--- src/rtl/multi_edge_pulse_if.sv ---
// Level-input / pulse-output bundle for multi_edge_pulse.
// master drives inputs and mode, slave is the converter.
interface multi_edge_pulse_if #(
  parameter int CH_NUM = 4
);
  logic [CH_NUM-1:0]   signal_i;
  logic [2*CH_NUM-1:0] mode_i;
  logic [CH_NUM-1:0]   clr_i;
  logic [CH_NUM-1:0]   pulse_o;
  logic [CH_NUM-1:0]   evt_o;
  logic [CH_NUM-1:0]   ovr_o;

  modport master (
    output signal_i, mode_i, clr_i,
    input  pulse_o, evt_o, ovr_o
  );

  modport slave (
    input  signal_i, mode_i, clr_i,
    output pulse_o, evt_o, ovr_o
  );
endinterface

--- src/rtl/multi_edge_pulse.sv ---
// Multi-channel edge-to-pulse converter with sync chain,
// run-time edge select, stretched pulses and sticky flags.
module multi_edge_pulse #(
  parameter int CH_NUM      = 4,
  parameter int SYNC_STAGES = 2,
  parameter int PULSE_WIDTH = 1,
  parameter int RETRIG      = 1
) (
  input  logic               sys_clk_i,
  input  logic               rst_n_i,
  multi_edge_pulse_if.slave  bus
);

  localparam int CNT_W = $clog2(PULSE_WIDTH + 1);
  localparam logic [CNT_W-1:0] WIDTH = CNT_W'(PULSE_WIDTH);
  localparam logic [CNT_W-1:0] ONE   = CNT_W'(1);

  logic [CH_NUM-1:0] pulse_v;
  logic [CH_NUM-1:0] evt_v;
  logic [CH_NUM-1:0] ovr_v;

  assign bus.pulse_o = pulse_v;
  assign bus.evt_o   = evt_v;
  assign bus.ovr_o   = ovr_v;

  for (genvar c = 0; c < CH_NUM; c++) begin : g_ch
    logic             s;
    logic             sig_d;
    logic             rise;
    logic             fall;
    logic             hit;
    logic             busy;
    logic             reload;
    logic [1:0]       mode;
    logic [CNT_W-1:0] cnt;
    logic [CNT_W-1:0] cnt_nxt;
    logic             pulse;
    logic             evt;
    logic             ovr;

    assign mode = bus.mode_i[2*c +: 2];

    if (SYNC_STAGES == 0) begin : g_bypass
      assign s = bus.signal_i[c];
    end else begin : g_sync
      logic [SYNC_STAGES-1:0] sync;

      // shift the raw level through the synchroniser chain
      always_ff @(posedge sys_clk_i or negedge rst_n_i) begin
        if (!rst_n_i) begin
          sync <= '0;
        end else begin
          sync[0] <= bus.signal_i[c];
          for (int i = 1; i < SYNC_STAGES; i++) begin
            sync[i] <= sync[i-1];
          end
        end
      end

      assign s = sync[SYNC_STAGES-1];
    end

    assign rise = s & ~sig_d;
    assign fall = ~s & sig_d;
    assign hit  = (mode[0] & rise) | (mode[1] & fall);
    assign busy = (cnt != '0);

    // an idle counter always loads; a busy one only if retriggerable
    assign reload = hit & (~busy | (RETRIG != 0));

    // next width-counter value
    always_comb begin
      cnt_nxt = cnt;
      if (reload) begin
        cnt_nxt = WIDTH;
      end else if (busy) begin
        cnt_nxt = cnt - ONE;
      end
    end

    // history tracks s in every mode so enabling never sees stale data
    always_ff @(posedge sys_clk_i or negedge rst_n_i) begin
      if (!rst_n_i) begin
        sig_d <= 1'b0;
        cnt   <= '0;
        pulse <= 1'b0;
      end else begin
        sig_d <= s;
        cnt   <= cnt_nxt;
        pulse <= (cnt_nxt != '0);
      end
    end

    // sticky event flag, set has priority over clear
    always_ff @(posedge sys_clk_i or negedge rst_n_i) begin
      if (!rst_n_i) begin
        evt <= 1'b0;
      end else if (hit) begin
        evt <= 1'b1;
      end else if (bus.clr_i[c]) begin
        evt <= 1'b0;
      end
    end

    if (RETRIG != 0) begin : g_no_ovr
      assign ovr = 1'b0;
    end else begin : g_ovr
      logic ovr_q;

      // sticky overrun flag for edges dropped during a pulse
      always_ff @(posedge sys_clk_i or negedge rst_n_i) begin
        if (!rst_n_i) begin
          ovr_q <= 1'b0;
        end else if (hit && busy) begin
          ovr_q <= 1'b1;
        end else if (bus.clr_i[c]) begin
          ovr_q <= 1'b0;
        end
      end

      assign ovr = ovr_q;
    end

    assign pulse_v[c] = pulse;
    assign evt_v[c]   = evt;
    assign ovr_v[c]   = ovr;
  end

endmodule

--- src/flat_wrapper.sv ---
// flat-port wrapper written by rule: the top's interface ports become plain ports
module multi_edge_pulse_flat 
#(
  parameter int CH_NUM      = 4,
  parameter int SYNC_STAGES = 2,
  parameter int PULSE_WIDTH = 1,
  parameter int RETRIG      = 1
)
  (sys_clk_i, rst_n_i, bus_signal_i, bus_mode_i, bus_clr_i, bus_pulse_o, bus_evt_o, bus_ovr_o);
  multi_edge_pulse_if #(.CH_NUM(CH_NUM)) bus_i ();
  input  logic sys_clk_i;
  input  logic rst_n_i;
  input wire logic [$bits(bus_i.signal_i)-1:0] bus_signal_i;
  input wire logic [$bits(bus_i.mode_i)-1:0] bus_mode_i;
  input wire logic [$bits(bus_i.clr_i)-1:0] bus_clr_i;
  output wire logic [$bits(bus_i.pulse_o)-1:0] bus_pulse_o;
  output wire logic [$bits(bus_i.evt_o)-1:0] bus_evt_o;
  output wire logic [$bits(bus_i.ovr_o)-1:0] bus_ovr_o;
  assign bus_i.signal_i = bus_signal_i;
  assign bus_i.mode_i = bus_mode_i;
  assign bus_i.clr_i = bus_clr_i;
  assign bus_pulse_o = bus_i.pulse_o;
  assign bus_evt_o = bus_i.evt_o;
  assign bus_ovr_o = bus_i.ovr_o;
  multi_edge_pulse #(.CH_NUM(CH_NUM), .SYNC_STAGES(SYNC_STAGES), .PULSE_WIDTH(PULSE_WIDTH), .RETRIG(RETRIG)) u_core (.sys_clk_i(sys_clk_i), .rst_n_i(rst_n_i), .bus(bus_i));
endmodule
--- config.mk ---
export PLATFORM = sky130hd
export DESIGN_NAME = multi_edge_pulse_flat
export DESIGN_NICKNAME = d
export VERILOG_FILES = /design/src/rtl/multi_edge_pulse_if.sv /design/src/rtl/multi_edge_pulse.sv /design/src/flat_wrapper.sv
export SDC_FILE = /design/constraint.sdc
export NUM_CORES = 1
export LEC_CHECK = 0
export ABC_AREA = 1
export CAP_MARGIN = 5
export CORE_UTILIZATION = 43
export CTS_BUF_LIST = sky130_fd_sc_hd__clkbuf_8
export DETAILED_ROUTE_END_ITERATION = 6
export PLACE_DENSITY = 0.84
export SLEW_MARGIN = 20
export SYNTH_ARGS = -nofsm -noshare
export SYNTH_HDL_FRONTEND = slang
export SYNTH_SLANG_ARGS = --single-unit
--- constraint.sdc ---
create_clock -name sys_clk_i -period 0.9 [get_ports sys_clk_i]
set_input_delay 0.18 -clock sys_clk_i [delete_from_list [all_inputs] [get_ports sys_clk_i]]
set_output_delay 0.18 -clock sys_clk_i [all_outputs]
set_load 0.02 [all_outputs]
### Word level (Yosys, flattened, before mapping)

Cells that the tools add are included.

| cells by class | value |
|---|---|
| add/subtract/negate cells | 4 |
| mux-type cells | 16 |
| bitwise gates (word level) | 28 |
| reductions and logical operators | 4 |

Operators by type and width:

| cell | number |
|---|---|
| 1-bit bitwise AND | 16 |
| 1-bit two-way mux | 16 |
| 1-bit inverter | 8 |
| 2-bit nonzero test | 4 |
| 1-bit bitwise OR | 4 |
| 1-bit subtractor (second input constant) | 4 |

| storage, ports and cells | value |
|---|---|
| bits in registers | 20 |
| input bits | 18 |
| output and inout bits | 12 |
| logic and storage cells | 68 |

### Logic depth before layout (Yosys ltp)

Gate-level depths: netlist of the first run.

| depth | value |
|---|---|
| word-level depth | 5 |
| depth in mapped cells | 3 |
| mapped depth without buffers | 3 |

### Least setup slack after synthesis of the first run

OpenSTA, ideal clock, no wires.

| timing | value |
|---|---|
| path kind | register -> output |
| start | reg u_core.g_ch[0].evt |
| end | out bus_evt_o[0] |
| arrival | 501 ps |
| data required time | 720 ps |
| slack | 219 ps |
| cell stages (with the launch flop) | 2 |
| buffers on the path | 1 |
| path through | dfrtp_1 buf_4 |

RTL lines:

| item | line | text |
|---|---|---|
| start: declaration | multi_edge_pulse.sv:38 | `logic evt;` |
| start signal: assignment | multi_edge_pulse.sv:97 | `evt <= 1'b0;` |
| start signal: assignment | multi_edge_pulse.sv:99 | `evt <= 1'b1;` |
| start signal: assignment | multi_edge_pulse.sv:101 | `evt <= 1'b0;` |
| end: declaration | flat_wrapper.sv:17 | `output wire logic [$bits(bus_i.evt_o)-1:0] bus_evt_o;` |

No word-level cell between the ends.

### Worst setup path after layout of the first run

| timing | value |
|---|---|
| start | reg u_core.g_ch[2].evt |
| end | out bus_evt_o[2] |

RTL lines:

| item | line |
|---|---|
| start: declaration | multi_edge_pulse.sv:38 |
| start signal: assignment | multi_edge_pulse.sv:97 |
| start signal: assignment | multi_edge_pulse.sv:99 |
| start signal: assignment | multi_edge_pulse.sv:101 |

No word-level cell between the ends.

==> impl_summary.txt, run 1 <==
----------------------------------------------------
[Clocking]
  Hold bufs inserted after CTS ... 0
  Number of sinks on the clock net ... 20
  Number of buffers inserted during clock tree synthesis ... 3
  Clock root buffer ... sky130_fd_sc_hd__clkbuf_8
  CTS clock-pin slew for the worst setup and hold paths ... 70 ps
  H-tree Lvls ... 1
  Max Root-Sink Buffers ... 2
  CTS tree ... done
  Source-to-sink clock delay at the later pin of the worst-skew pair ... approximately 250 ps

[Place]
  Number of cells after detailed placement ... 98
  Setup Slack @ Placement ... -241 ps
  Port Buf Inserts ... 25
  Detailed Place HPWL ... between 800 and 900 um
  Placer Congestion ... around 0.59

[Timing]
  Min cycle time layout ... 962 ps
  Slew Viols, Final ... 0
  Total setup violations reported at the end of the flow ... 8
  Final hold violation count ... 0
  Maximum frequency from static timing analysis ... 1040 MHz
  PnR worst setup slack ... -62.1 ps
  RSZ-0062 raised after global routing ... true
  Portion of the clock cycle consumed by the worst path in the final layout ... 107%
  Clock skew after layout ... between 3 and 4 ps

[Global routing]
  All-Layer GR Usage ... 14.2%
  Vias in the first global route ... 466
  Total congestion overflow ... 0
  Largest net degree at the start of global routing ... 21
  First-pass GRT wire length ... 1830 um
  Antenna violations before repair ... 0

[Power and ir drop]
  Fraction of power consumed by the clock network ... 33.8%
  Maximum ir drop on the vdd rail ... 1.30 mV
  Switching part of the total power ... 21.8%
  Switching component of the power ... approximately 0.00042 W
  Internal Dissipation ... ~0.0015 W
  Total leakage power ... 0.539 nW
  Power density over cell area ... 1890 mW/mm2
  Flop pwr share ... between 50% and 60%
  Gate power share ... 14.8%

[Worst setup path]
  Buffers and inverters on the worst path ... 1
  Kind of critical path ... flip-flop to output pin
  Crit. path cell count ... 1
  Required time of the worst setup path ... 720 ps
  Internal reg-to-reg setup slack ... between 100 and 150 ps
  Critical Path Fanout Max ... 2
  Reg2Reg Depth ... 3
  Sequence of cells on the critical path ... buf_6
  End of the critical path ... bus_evt_o[2]
  Reg2reg start ... u_core.g_ch[1].evt
  Signal arrival time at the worst endpoint ... 780 ps
  Capturing element type of the critical path ... output pin
  Startpoint kind of the worst setup timing path ... flip-flop
  End of the worst register-to-register path ... u_core.g_ch[1].evt
  Family with the most delay on the worst path ... flip-flops
  Slowest Stage Delay on Critical Path ... 390 ps
  Slowest library cell on the worst path ... sky130_fd_sc_hd__dfrtp_1
  Critical path launch point ... u_core.g_ch[2].evt

[Detailed routing]
  Uppermost layer routed ... met4
  Routed WL per cell ... 11.0 um
  DR pass1 iterations ... 2
  Residual DRC ... 0
  Met3 wire len ... 62 um
  Routed length on met1 ... 399 um
  Number of design-rule violations left by the first detailed-router iteration ... 5
  Vias per cell ... roughly 4.3
  Via count ... about 450
  WL final ... 1150 um
  Antenna-violating nets left ... 0
  Met2 WL post-DR ... ~670 um

[Yosys]
  Xor-xnor portion of the synthesized cell area ... 0%
  Register bit count reported by yosys ... 20
  Compound-gate portion of the synthesized area ... 0%
  Fraction of the mapped netlist area in simple logic gates ... roughly 12%
  Share of synthesized cell area in full adder, half adder and majority cells ... 0%
  Average cell area after synthesis ... 11.2 um2
  Multiplexer share of the synthesized area ... 0%
  Share of synthesized area occupied by flip-flops and latches ... 68.6%
  Largest family of logic cells by synthesized area ... buffers and inverters
  Count of different cell masters after synthesis ... 6
  Area of the mapped netlist ... 729 um2
  Cell count after synthesis ... 65
  Warning count from the yosys run ... 0

[Outcome]
  Status ... finished, violations left
  Violated checks ... negative setup slack

[Layout]
  Combined area of the multi-input logic cells ... 105 um2
  Share of post-route cells with drive strength above 1 ... 17.0%
  Flip-flop and latch area ... ~500 um2
  Post-layout utilization of the core ... 66.2%
  Layout filler cell count ... 126
  Post-route insts no fill ... 104
  Antenna diode instance count ... 0
  Nets ... 107
  Synthesis-to-layout area growth ... 40.0%

[Floorplanning]
  Die area ... 0.00186 mm2
  Row count ... 14
  Placeable Area ... about 0.0015 mm2
  Die boundary width ... 43.2 um
  Initial standard-cell utilization of the core ... 47.3%
  I/O pin total ... 30
  Die extent in y ... ~43 um

[Hold path]
  Hold crit path type ... input pin to async pin

[Run]
  Number of maximum-capacitance constraint violations ... 0

----------------------------------------------------
## repair_timing
item                                   4_1_cts  5_1_grt
setup endpoints to repair                    8        8
resized for setup                           48        0
endpoints found under the hold margin        0        0
setup buffers                                1        1
## cell type report
| type | count | area share (%) |
|---|---|---|
| clock buffers | 4 | 5.39 |
| inverters | 12 | 4.41 |
| multi-input cells | 24 | 10.3 |
| flip-flops and latches | 20 | 49.0 |
| well taps | 16 | 1.96 |
| repair buffers | 28 | 28.9 |
## registers in the layout, summed over array words and instances (netlist names)
signal and flops:
u_core.g_ch.sig_d 4, u_core.g_ch.busy 3, u_core.g_ch.evt 4, u_core.g_ch.g_sync.sync 8
u_core.g_ch.pulse 1
## power groups by stage
stage,Combinational (W),Sequential [W],Clock (W)
after floorplan,0.000155,0.000995,0
after global placement,0.000260,0.000997,0
after detailed placement,0.000269,0.00100,0
after CTS,0.000282,0.000992,0.000680
after global routing,0.000308,0.000996,0.000715
final,0.000286,0.000991,0.000652
## kinds of logic after synthesis
family | after synthesis
other cells | 1
buf+inv | 24
simple gates | 20
flops | 20
## cell usage in the layout, fill, tap and decap left out
cell type	netlist	final
sky130_fd_sc_hd__buf_12	0	1
sky130_fd_sc_hd__buf_4	12	2
sky130_fd_sc_hd__buf_6	0	8
sky130_fd_sc_hd__clkbuf_8	0	4
sky130_fd_sc_hd__clkdlybuf4s50_1	0	17
sky130_fd_sc_hd__conb_1	1	4
sky130_fd_sc_hd__dfrtp_1	20	20
sky130_fd_sc_hd__inv_1	12	12
sky130_fd_sc_hd__nand2_1	8	8
sky130_fd_sc_hd__nand3_1	12	12
## layer usage
metal  global-route usage (%)  up-vias
li1                         -      223
met1                     14.5      209
met2                     24.2       17
met3                     5.11        2
met4                     9.09        0
met5                        0        -
## cells in the mapped netlist
| library cell | n | area, um2 |
|---|---|---|
| sky130_fd_sc_hd__inv_1 | 12 | 45.0 |
| sky130_fd_sc_hd__nand2_1 | 8 | 30.0 |
| sky130_fd_sc_hd__dfrtp_1 | 20 | 500 |
| sky130_fd_sc_hd__buf_4 | 12 | 90.1 |
| sky130_fd_sc_hd__nand3_1 | 12 | 60.1 |
| sky130_fd_sc_hd__conb_1 | 1 | 3.75 |
## worst min-delay path by stage
stage,from,end,slack [ps],depth (start not counted)
2_1_floorplan,rst_n_i,u_core.g_ch[0].busy,-120,0
3_3_place_gp,u_core.g_ch[2].g_sync.sync[0],u_core.g_ch[2].g_sync.sync[1],330,0
3_5_place_dp,u_core.g_ch[3].g_sync.sync[0],u_core.g_ch[3].g_sync.sync[1],340,0
4_1_cts,rst_n_i,u_core.g_ch[2].g_sync.sync[0],260,2
5_1_grt,rst_n_i,u_core.g_ch[2].g_sync.sync[0],260,2
6_report,rst_n_i,u_core.g_ch[2].g_sync.sync[0],260,2
## stage by stage
stage               cell area [um2]  TNS, ps  hold slack (ps)  power (W)
global placement                941    -1490              334    0.00126
detailed placement              941    -1670              336    0.00127
CTS                            1010     -426              262    0.00195
floorplan                       741        0             -116    0.00115
finish                         1020     -332              263    0.00193
global route                   1020     -558              262    0.00202
Note: power is estimated with default switching activity, not from simulation.
==> inputs of run 2 (changes only) <==
--- a/config.mk
+++ b/config.mk
@@ -7,11 +7,11 @@
 export LEC_CHECK = 0
 export ABC_AREA = 1
 export CAP_MARGIN = 5
-export CORE_UTILIZATION = 43
+export CORE_MARGIN = 4
+export CORE_UTILIZATION = 25
 export CTS_BUF_LIST = sky130_fd_sc_hd__clkbuf_8
 export DETAILED_ROUTE_END_ITERATION = 6
-export PLACE_DENSITY = 0.84
-export SLEW_MARGIN = 20
+export PLACE_DENSITY = 0.55
 export SYNTH_ARGS = -nofsm -noshare
 export SYNTH_HDL_FRONTEND = slang
 export SYNTH_SLANG_ARGS = --single-unit
==> run 2 against run 1 <==
Against the previous run: the run still ends with negative setup slack left; power rose by 0.44%; fmax barely moved; register-to-register slack barely moved; first-iteration DRC count rose by 20%; cell count rose by 14%; largest cell class unchanged; highest routed layer is now met3.
==> impl_summary.txt, run 2 (synthesized netlist as in run 1, its figures left out) <==
----------------------------------------------------
[Outcome]
  Status ... finished, violations left
  Violated checks ... negative setup slack

[Floorplanning]
  Initial standard-cell utilization of the core ... 26.2% (-21 points)
  Die boundary width ... 62.0 um (+44%)
  Die extent in y ... 62.0 um (+44%)
  Row count ... 19 (+5)
  I/O pin total ... 30 (unchanged)
  Die area ... 0.00385 mm2 (+110%)
  Placeable Area ... 0.00278 mm2 (+80%)

[Timing]
  Slew Viols, Final ... 0 (unchanged)
  Total setup violations reported at the end of the flow ... 8 (unchanged)
  Final hold violation count ... 0 (unchanged)
  Maximum frequency from static timing analysis ... 1040 MHz (about the same)
  Portion of the clock cycle consumed by the worst path in the final layout ... 107% (about the same)
  Worst hold margin ... 265 ps (+2.06 ps)
  PnR worst setup slack ... -62.1 ps (+0.0235 ps)
  Min cycle time layout ... 962 ps (-0.0235 ps)
  Clock skew after layout ... 2.58 ps (-0.577 ps)
  RSZ-0062 raised after global routing ... true

[Detailed routing]
  Number of design-rule violations left by the first detailed-router iteration ... 6 (+1)
  Via count ... 453 (+0.44%)
  WL final ... 1180 um (+3.2%)
  Antenna-violating nets left ... 0 (unchanged)
  Routed WL per cell ... 9.95 um (-9.8%)
  DR pass1 iterations ... 4 (+2)
  Residual DRC ... 0 (unchanged)
  Vias per cell ... 3.81 (-12%)

[Worst setup path]
  Capturing element type of the critical path ... output pin
  Critical Path Fanout Max ... 2 (unchanged)
  Internal reg-to-reg setup slack ... 120 ps (about the same)
  Slowest library cell on the worst path ... sky130_fd_sc_hd__dfrtp_1
  Family with the most delay on the worst path ... flip-flops
  Buffers and inverters on the worst path ... 1 (unchanged)
  Required time of the worst setup path ... 720 ps (about the same)
  Signal arrival time at the worst endpoint ... 780 ps (about the same)
  Slowest Stage Delay on Critical Path ... 400 ps (about the same)
  Kind of critical path ... flip-flop to output pin
  Startpoint kind of the worst setup timing path ... flip-flop
  Sequence of cells on the critical path ... buf_6

[Power and ir drop]
  Power density over cell area ... 1860 mW/mm2 (-1.4%)
  Maximum ir drop on the vdd rail ... 1.04 mV (-20%)
  Switching part of the total power ... 22.2% (+0.37 points)
  Gate power share ... 14.7% (about the same)
  Flop pwr share ... 51.1% (-0.3 points)
  Internal Dissipation ... 0.00151 W (about the same)
  Fraction of power consumed by the clock network ... 34.2% (+0.4 points)
  Switching component of the power ... 0.000429 W (+2.1%)
  Total leakage power ... 0.539 nW (unchanged)

[Hold path]
  Hold crit path type ... input pin to async pin

[Layout]
  Combined area of the multi-input logic cells ... 105 um2 (unchanged)
  Register with the most flip-flops ... u_core.g_ch.g_sync.sync
  Most used cells in the layout excluding fill and tap cells ... sky130_fd_sc_hd__dfrtp_1 (20), sky130_fd_sc_hd__clkdlybuf4s50_1 (17), sky130_fd_sc_hd__inv_1 (12), sky130_fd_sc_hd__nand3_1 (12)
  Leading cell type in the layout, fill and taps excluded ... sky130_fd_sc_hd__dfrtp_1
  Flip-flop and latch area ... 500 um2 (unchanged)
  Layout filler cell count ... 288 (+130%)
  Synthesis-to-layout area growth ... 42.5%
  Antenna diode instance count ... 0 (unchanged)
  Biggest registers after layout ... u_core.g_ch.g_sync.sync: 8 flops, u_core.g_ch.evt: 4 flops, u_core.g_ch.sig_d: 4 flops
  Max reg flops ... 8 (unchanged)
  Share of post-route cells with drive strength above 1 ... 17.0% (unchanged)
  Nets ... 107 (unchanged)
  Post-route cell area ... 0.00104 mm2 (+1.8%)

[Clocking]
  Number of buffers inserted during clock tree synthesis ... 3 (unchanged)
  Source-to-sink clock delay at the later pin of the worst-skew pair ... 250 ps (about the same)
  CTS clock-pin slew for the worst setup and hold paths ... 70 ps (about the same)
  Max Root-Sink Buffers ... 2 (unchanged)
  Clock root buffer ... sky130_fd_sc_hd__clkbuf_8
  Number of sinks on the clock net ... 20 (unchanged)
  CTS tree ... done
  H-tree Lvls ... 1 (unchanged)

[Global routing]
  Largest net degree at the start of global routing ... 21 (unchanged)
  Total congestion overflow ... 0 (unchanged)
  Antenna violations before repair ... 0 (unchanged)
  First-pass GRT wire length ... 1870 um (+2.2%)
  Vias in the first global route ... 457 (-1.9%)
  All-Layer GR Usage ... 6.86% (-7.4 points)

[Place]
  Placed Area ... 960 um2 (+2.0%)
  Placer Congestion ... 0.638 (+8.9%)
  Detailed Place HPWL ... 903 um (+3.0%)
  Port Buf Inserts ... 25 (unchanged)

[Run]
  Number of maximum-capacitance constraint violations ... 0 (unchanged)

----------------------------------------------------
==> run 2: cell counts in the layout (fill, tap and decap cells not counted) <==
Identical to the previous run, type by type.
==> run 2: layer usage <==
layer  global-route usage [%]  share of wire [%]  up-vias  wire, um
li1                         -                  -      223         -
met1                     7.63                 41      210       491
met2                     10.7                 47       20       556
met3                     3.51                 11        0       136
met4                     3.64                  0        0         0
met5                        0                  0        -         0
==> run 2: final cells by class <==
cell class                 instances  area share (%)
clock buffer                       4            5.29
inverter                          12            4.33
multi-input combinational         24            10.1
sequential                        20            48.1
tap                               31            3.73
timing repair buffer              28            28.4
==> run 2: power groups by stage <==
stage | registers [W] | clock network [W] | logic [W]
6_report | 0.000991 | 0.000663 | 0.000284
5_1_grt | 0.000997 | 0.000746 | 0.000308
2_1_floorplan | 0.000995 | 0 | 0.000155
4_1_cts | 0.000992 | 0.000692 | 0.000282
3_3_place_gp | 0.000998 | 0 | 0.000265
3_5_place_dp | 0.00100 | 0 | 0.000267
==> run 2: path summary, 6_finish.rpt <==
check,start,depth (start not counted),end
hold / removal,rst_n_i,2,u_core.g_ch[3].g_sync.sync[0]
min in group sys_clk_i,u_core.g_ch[0].g_sync.sync[0],0,u_core.g_ch[0].g_sync.sync[1]
hold reg to reg,u_core.g_ch[0].g_sync.sync[0],0,u_core.g_ch[0].g_sync.sync[1]
setup / recovery,u_core.g_ch[0].evt,1,bus_evt_o[0]
setup reg to reg,u_core.g_ch[2].evt,3,u_core.g_ch[2].evt
max in group asynchronous,rst_n_i,2,u_core.g_ch[0].busy
==> run 2: metrics by stage <==
stage	std cells	setup TNS [ps]	power (W)	setup slack, ps	util [%]
after detailed placement	113	-1670	0.00127	-221	34.5
after CTS	118	-491	0.00197	-70.3	37.1
after global routing	119	-644	0.00205	-93.0	37.4
after floorplan	68	0	0.00115	219	-
final	119	-373	0.00194	-62.1	37.4
after global placement	113	-1580	0.00126	-207	34.5
==> run 2: repair_timing <==
item,4_1_cts,5_1_grt
gates resized for setup,48,0
buffers inserted,1,1
pin swaps,0,0
hold buffers,0,0
endpoints found under the setup margin,8,8
==> inputs of run 3 (changes only) <==
--- a/config.mk
+++ b/config.mk
@@ -12,6 +12,7 @@
 export CTS_BUF_LIST = sky130_fd_sc_hd__clkbuf_8
 export DETAILED_ROUTE_END_ITERATION = 6
 export PLACE_DENSITY = 0.55
+export SKIP_LAST_GASP = 1
 export SYNTH_ARGS = -nofsm -noshare
 export SYNTH_HDL_FRONTEND = slang
 export SYNTH_SLANG_ARGS = --single-unit
==> results of run 3 <==
The final DEF is identical to that of run 2; final timing and power are the same.
